$ cat config.mk
export PLATFORM = sky130hd
export DESIGN_NAME = mux_scan_ctrl_flat
export DESIGN_NICKNAME = d
export VERILOG_FILES = /design/src/rtl/mux_scan_ctrl_if.sv /design/src/rtl/mux_scan_ctrl.sv /design/src/flat_wrapper.sv
export SDC_FILE = /design/constraint.sdc
export NUM_CORES = 1
export LEC_CHECK = 0
export ABC_AREA = 1
export BUFFER_PORTS_ARGS = -buffer_cell sky130_fd_sc_hd__buf_2
export CAP_MARGIN = 20
export CORE_UTILIZATION = 45
export CTS_CLUSTER_SIZE = 10
export DETAILED_ROUTE_END_ITERATION = 12
export PLACE_DENSITY = 0.72
export SYNTH_ARGS = -nofsm -noshare
export SYNTH_HDL_FRONTEND = slang
export SYNTH_SLANG_ARGS = --single-unit
$ cat constraint.sdc
create_clock -name clk -period 1.1 [get_ports clk]
set_input_delay 0.11 -clock clk [delete_from_list [all_inputs] [get_ports clk]]
set_output_delay 0.11 -clock clk [all_outputs]
set_load 0.02 [all_outputs]
$ cat src/rtl/mux_scan_ctrl_if.sv
// Handshake bundle between the scan controller and its driver.
// The driver supplies scan commands; the controller returns mux selects and status pulses.
interface mux_scan_ctrl_if;
  logic       start;
  logic       stop;
  logic       cont;
  logic [3:0] mask;
  logic       s1;
  logic       s2;
  logic       sel_valid;
  logic       sample;
  logic       frame_done;
  logic       busy;

  modport master (
    output start, stop, cont, mask,
    input  s1, s2, sel_valid, sample, frame_done, busy
  );

  modport slave (
    input  start, stop, cont, mask,
    output s1, s2, sel_valid, sample, frame_done, busy
  );
endinterface

$ cat src/rtl/mux_scan_ctrl.sv
// Round-robin select-line sequencer for a 4:1 mux: walks the enabled inputs,
// holding each for DWELL cycles, and flags the consumer's sample cycle.
module mux_scan_ctrl #(
  parameter int DWELL = 4
) (
  input  logic           clk,
  input  logic           rst,
  mux_scan_ctrl_if.slave bus
);

  localparam int            CW   = (DWELL > 1) ? $clog2(DWELL) : 1;
  localparam logic [CW-1:0] LAST = CW'(DWELL - 1);

  typedef enum logic {
    ST_IDLE  = 1'b0,
    ST_DWELL = 1'b1
  } state_t;

  state_t        state_q, state_d;
  logic [1:0]    ch_q, ch_d;
  logic [CW-1:0] cnt_q, cnt_d;
  logic [3:0]    mask_q, mask_d;
  logic          cont_q, cont_d;

  logic       has_higher;
  logic [1:0] next_ch;
  logic [1:0] port_lowest;
  logic       last_cyc;
  logic       sample_int;

  always_ff @(posedge clk or posedge rst) begin
    if (rst) begin
      state_q <= ST_IDLE;
      ch_q    <= 2'd0;
      cnt_q   <= '0;
      mask_q  <= 4'd0;
      cont_q  <= 1'b0;
    end else begin
      state_q <= state_d;
      ch_q    <= ch_d;
      cnt_q   <= cnt_d;
      mask_q  <= mask_d;
      cont_q  <= cont_d;
    end
  end

  // Descending scans so the lowest qualifying index is the one that sticks.
  always_comb begin
    has_higher  = 1'b0;
    next_ch     = 2'd0;
    port_lowest = 2'd0;
    for (int i = 3; i >= 0; i--) begin
      if (i > int'(ch_q) && mask_q[i]) begin
        has_higher = 1'b1;
        next_ch    = 2'(i);
      end
      if (bus.mask[i]) begin
        port_lowest = 2'(i);
      end
    end
  end

  assign last_cyc   = (state_q == ST_DWELL) && (cnt_q == LAST);
  assign sample_int = last_cyc && !bus.stop;

  always_comb begin
    state_d = state_q;
    ch_d    = ch_q;
    cnt_d   = cnt_q;
    mask_d  = mask_q;
    cont_d  = cont_q;

    if (state_q == ST_IDLE) begin
      if (bus.start && !bus.stop && (bus.mask != 4'd0)) begin
        state_d = ST_DWELL;
        mask_d  = bus.mask;
        cont_d  = bus.cont;
        ch_d    = port_lowest;
        cnt_d   = '0;
      end
    end else begin
      if (bus.stop) begin
        state_d = ST_IDLE;
        ch_d    = 2'd0;
        cnt_d   = '0;
      end else if (cnt_q == LAST) begin
        cnt_d = '0;
        if (has_higher) begin
          ch_d = next_ch;
        end else if (cont_q && (bus.mask != 4'd0)) begin
          // Frame boundary: the port mask is only honoured here.
          mask_d = bus.mask;
          ch_d   = port_lowest;
        end else begin
          state_d = ST_IDLE;
          ch_d    = 2'd0;
        end
      end else begin
        cnt_d = cnt_q + CW'(1);
      end
    end
  end

  assign bus.s1         = ch_q[1];
  assign bus.s2         = ch_q[0];
  assign bus.busy       = (state_q == ST_DWELL);
  assign bus.sel_valid  = (state_q == ST_DWELL);
  assign bus.sample     = sample_int;
  assign bus.frame_done = sample_int && !has_higher;

endmodule
$ cat src/flat_wrapper.sv
// flat-port wrapper written by rule: the top's interface ports become plain ports
module mux_scan_ctrl_flat 
#(
  parameter int DWELL = 4
)
  (clk, rst, bus_start, bus_stop, bus_cont, bus_mask, bus_s1, bus_s2, bus_sel_valid, bus_sample, bus_frame_done, bus_busy);
  mux_scan_ctrl_if bus_i ();
  input  logic clk;
  input  logic rst;
  input wire logic [$bits(bus_i.start)-1:0] bus_start;
  input wire logic [$bits(bus_i.stop)-1:0] bus_stop;
  input wire logic [$bits(bus_i.cont)-1:0] bus_cont;
  input wire logic [$bits(bus_i.mask)-1:0] bus_mask;
  output wire logic [$bits(bus_i.s1)-1:0] bus_s1;
  output wire logic [$bits(bus_i.s2)-1:0] bus_s2;
  output wire logic [$bits(bus_i.sel_valid)-1:0] bus_sel_valid;
  output wire logic [$bits(bus_i.sample)-1:0] bus_sample;
  output wire logic [$bits(bus_i.frame_done)-1:0] bus_frame_done;
  output wire logic [$bits(bus_i.busy)-1:0] bus_busy;
  assign bus_i.start = bus_start;
  assign bus_i.stop = bus_stop;
  assign bus_i.cont = bus_cont;
  assign bus_i.mask = bus_mask;
  assign bus_s1 = bus_i.s1;
  assign bus_s2 = bus_i.s2;
  assign bus_sel_valid = bus_i.sel_valid;
  assign bus_sample = bus_i.sample;
  assign bus_frame_done = bus_i.frame_done;
  assign bus_busy = bus_i.busy;
  mux_scan_ctrl #(.DWELL(DWELL)) u_core (.clk(clk), .rst(rst), .bus(bus_i));
endmodule
* Yosys cells after proc, flatten, opt, wreduce, memory -nomap -nowiden
Index checks and enable logic that the tools add are counted.
Word-level totals: flip-flop bits (word level) 10, output and inout bits 6, logic and storage cells 64
Cells by class: add/sub/neg operators 1, magnitude comparators 3, eq/ne operators 6, multiplexer cells 32, bitwise operators 1, reduce and logical (&&, ||, !) cells 16
Operators with widths (count):
- $mux 2 | 17
- $mux 4 | 6
- $logic_and 1x1->1 | 9
- $mux 1 | 9
- $ne 2x2->1 const B | 4
- $reduce_and 5->1 | 1
- $gt 2x2->1 const A | 2
- $reduce_and 2->1 | 2
- $reduce_bool 4->1 | 1
- $ne 3x3->1 const B | 1
- $add 2x1->2 const B | 1
- $eq 2x2->1 const B | 1
- $gt 1x2->1 const A | 1
- $logic_not 1->1 | 2
- $reduce_bool 2->1 | 1
- $not 1->1 | 1

* Longest topological paths before layout
word-level depth 9, depth in mapped cells 9, mapped depth without buffers 9

* Least setup slack after synthesis
No wires, ideal clock.
path type reg-to-reg, from register u_core.state_q, in the netlist u_core.bus.busy, to register u_core.mask_q[1], library setup time 117 ps, arrival time 1210 ps, required time 983 ps, setup slack -227 ps, stages on the path, launching flop included 6, cell sequence dfrtp_1 nand2_1 nor2_2 nand3_4 nand3_1 nand2_1
Between the ends: word-level cells in the longest chain between the ends 2
Ends and longest elaborated chain:
- from (decl) | line mux_scan_ctrl.sv:19 | state_t state_q, state_d;
- from (signal assigned) | line mux_scan_ctrl.sv:39 | state_q <= state_d;
- $ne 2x2->1 (no source line) / $reduce_bool 2->1 (equally long branches)
- $reduce_and 5->1 (no source line)
- to (signal assigned) | line mux_scan_ctrl.sv:42 | mask_q <= mask_d;
- to (decl) | line mux_scan_ctrl.sv:22 | logic [3:0] mask_q, mask_d;
Several ways; a longest one is shown, not always the timed one. A chain may end at the register's enable or synchronous reset.

* Worst setup path after layout
from register u_core.ch_q[1], to output bus_frame_done
Between the ends: word-level cells in the longest chain between the ends 7
Ends and longest elaborated chain:
- from (decl) | line mux_scan_ctrl.sv:20 | logic [1:0] ch_q, ch_d;
- from (signal assigned) | line mux_scan_ctrl.sv:40 | ch_q <= ch_d;
- $gt 2x2->1 | line mux_scan_ctrl.sv:53 | if (i > int'(ch_q) && mask_q[i]) begin
- $logic_and 1x1->1 | line mux_scan_ctrl.sv:53
- $mux 1 (2 in a row) | line mux_scan_ctrl.sv:53
- $mux 1 (*) | line mux_scan_ctrl.sv:53
- $logic_not 1->1 (*) | line mux_scan_ctrl.sv:109 | assign bus.frame_done = sample_int && !has_higher;
- $logic_and 1x1->1 (*) | line mux_scan_ctrl.sv:109
- to (decl) | line flat_wrapper.sv:18 | output wire logic [$bits(bus_i.frame_done)-1:0] bus_frame_done;
Every way passes the cells marked *; elsewhere a longest branch is shown, timed or not.

==> reports/metrics.cfg <==
[yosys]
syn_area_sq_um = 613
synth-edff-count = 0
synth_top_area_cell = dfrtp_1
synth_async_sr_flop_share_pct = 100
synth.avg_cell_area_sq_um = 7.13
synth_top_area_share_pct = 36.7
yosysSeqAreaShare_pct = 36.7
ys.flop_type = dfrtp_1
synth_common_cells = nand2_1 (23), inv_1 (12), nor2_1 (11), dfrtp_1 (9)
syn_nets = 96
yosysWarnings = 0
synth.distinct_cells = 18
ys_seq_elements = 9
yosysMostFrequentCell = nand2_1
syn_inst = 86
synth_top_cells_by_area = dfrtp_1 (37%), nand2_1 (14%), inv_1 (7.3%)

[setup_path]
slowest_delay_ps = 450
cp-start-kind = flop
path_cells = nor3_4 -> nor2_4 -> nand2_2 -> nor2_4 -> buf_6
crit_required_ps = 990
worst_setup_path_end_kind = primary output
critical_path_buf_inv_count = 1
path_common_cell = nor2_4
worstPathArrival_ps = 1260
crit_fanout = 5
critPathTopFamily = flip-flops
slowest_stage = dfrtp_2
critical_path_class = reg -> out

[finish]
drive_gt1_share_pct = 49.6
final_core_util_pct = 75.8
antenna_cells = 0
layout.nets = 126
fillers = 103
syn_to_final_growth_pct = 46.7

[global_routing]
antenna_found_initial = 0
gr-total-overflow = 0
grt_pass1_vias = 569
grtUsageTotal_pct = 23.8
grt_pass1_wl_microns = 2430
grt_max_degree = 10

[floorplanning]
die_width_microns = 38.9
coreArea_sq_um = 1190
boundaryPins = 15
die_area_sq_um = 1510
rows = 12
fp.dieH_microns = 38.9
start_util_pct = 51.7

[sta]
fin_skew_ps = 6.35
rsz0062_at_grt = yes
drv_slew = 0
setup_ws_ps = -269
fin_hold_ws_ps = 95.0
timing.setup.tns_ps = -1180
max_freq_mhz = 730
finalCritPeriodShare_pct = 124
worst_slew_pin_slew_ps = 367
max-slew-margin-rel_pct = 75.5
setup_viol = 10
period_minus_slack_ps = 1370
hold_viol = 0

[power]
p_leak_nw = 0.469
irDropWorstVdd_v = 0.000970
fin_total_pwr_w = 0.00129
power_density_nw_per_um2 = 1430

[placed_design]
dp_hpwl_microns = 1050
io_buffers = 14
place.gp.congestion = 0.802

[routing]
viasPerCell = 4.81
via_count = 620
drt-pass1-iter-count = 4
ant_nets = 0
drc_errors = 0
routed_wl_microns = 1410
dr.max_layer_used = met4
routed-wl-met2_microns = 648
first_iter_violations = 10
m1WireLength_microns = 717
wl_met3_microns = 42
wire_per_inst_microns = 10.9

[status]
violations = setup timing
status = complete, but fails checks

[hold_path]
hp-class = in -> reg

[clocking]
clk_path_buf_depth = 2
htree_levels = 1
clock_sinks = 9
clk_pin_slew_ps = 60
cts_made_buffers = 3
insertion_delay_ps = 250
cts_tree = done
clockRootBuffer = clkbuf_4

[run]
cap_violations = 0

[final cells by class]
cell class,count,area (sq um),area share (%)
clock buffer,4,26.3,2.92
inverter,12,45.0,5.01
multi-input combinational,64,398,44.2
tap,14,17.5,1.95
sequential,9,229,25.5
timing repair buffer,26,184,20.4
[worst reg2reg max path, stage by stage, from the launching register on]
cell and delay [ps]:
dfrtp_2 450, nor3_4 240, buf_4 150, buf_6 80, nor2_1 30, nand2_1 60
nand2_1 50, nand2_1 50, nand2_1 50
[flip-flops by register name (all words and copies together) (netlist names)]
signal           count
u_core.cont_q        1
u_core.bus.busy      1
u_core.ch_q          2
u_core.cnt_q         2
u_core.mask_q        3
[through the flow]
stage	area, sq um	std cells	setup slack (ps)
global placement	781	120	-69.0
detailed placement	781	120	-92.8
CTS	868	129	-278
floorplan	648	86	-24.9
global route	900	129	-321
finish	900	129	-269
[cells in the final DEF (no fill, tap or decap), types with 6 or more instances in the layout]
cell      n
nand2_1  18
buf_4    12
inv_1    10
buf_2    10
nand2_2   9
nor2_1    9
nand3_1   7
dfrtp_1   6
[logic make-up (layout without fill, tap and decap cells)]
family / count (synthesis) / count (layout) / synth area share [%]
AOI/OAI and AO/OA: 6 / 6 / 5.51
adders and majority gates: 1 / 1 / 2.04
buffers and inverters: 13 / 42 / 8.57
DFF: 9 / 9 / 36.7
and+or+nand+nor: 57 / 57 / 47.1
[metal layers]
| layer | up-vias | GRT usage, % |
|---|---|---|
| met4 | 0 | 5.17 |
| met1 | 281 | 32.0 |
| met3 | 2 | 4.05 |
| met5 | - | 0 |
| met2 | 12 | 39.6 |
| li1 | 325 | - |
[final timing paths]
check / slack [ps] / cells past startpoint / start / end
setup / recovery: -270 / 5 / u_core.ch_q[1]$_DFFE_PP0P_ / bus_frame_done
hold / removal: 100 / 3 / bus_mask[2] / u_core.mask_q[2]$_DFFE_PP0P_
min in group asynchronous: 360 / 3 / rst / u_core.cnt_q[0]$_DFFE_PP0P_
setup reg to reg: -180 / 8 / u_core.ch_q[1]$_DFFE_PP0P_ / u_core.ch_q[1]$_DFFE_PP0P_
max in group asynchronous: 450 / 3 / rst / u_core.ch_q[1]$_DFFE_PP0P_
hold reg to reg: 530 / 2 / u_core.mask_q[3]$_DFFE_PP0P_ / u_core.mask_q[3]$_DFFE_PP0P_
[power by group]
part	total, W	internal, W	switching [W]
registers	0.000473	0.000402	0.0000709
clock network	0.000255	0.000139	0.000116
logic	0.000557	0.000253	0.000304
[timing repair]
action	4_1_cts	5_1_grt
endpoints found under the setup margin	10	11
setup buffers	4	1
gates resized for setup	8	9
hold endpoints to repair	9	0
cloned	0	0
hold buffers	1	0
pin swaps	3	8
No activity file was read; power rests on OpenSTA's default activity.
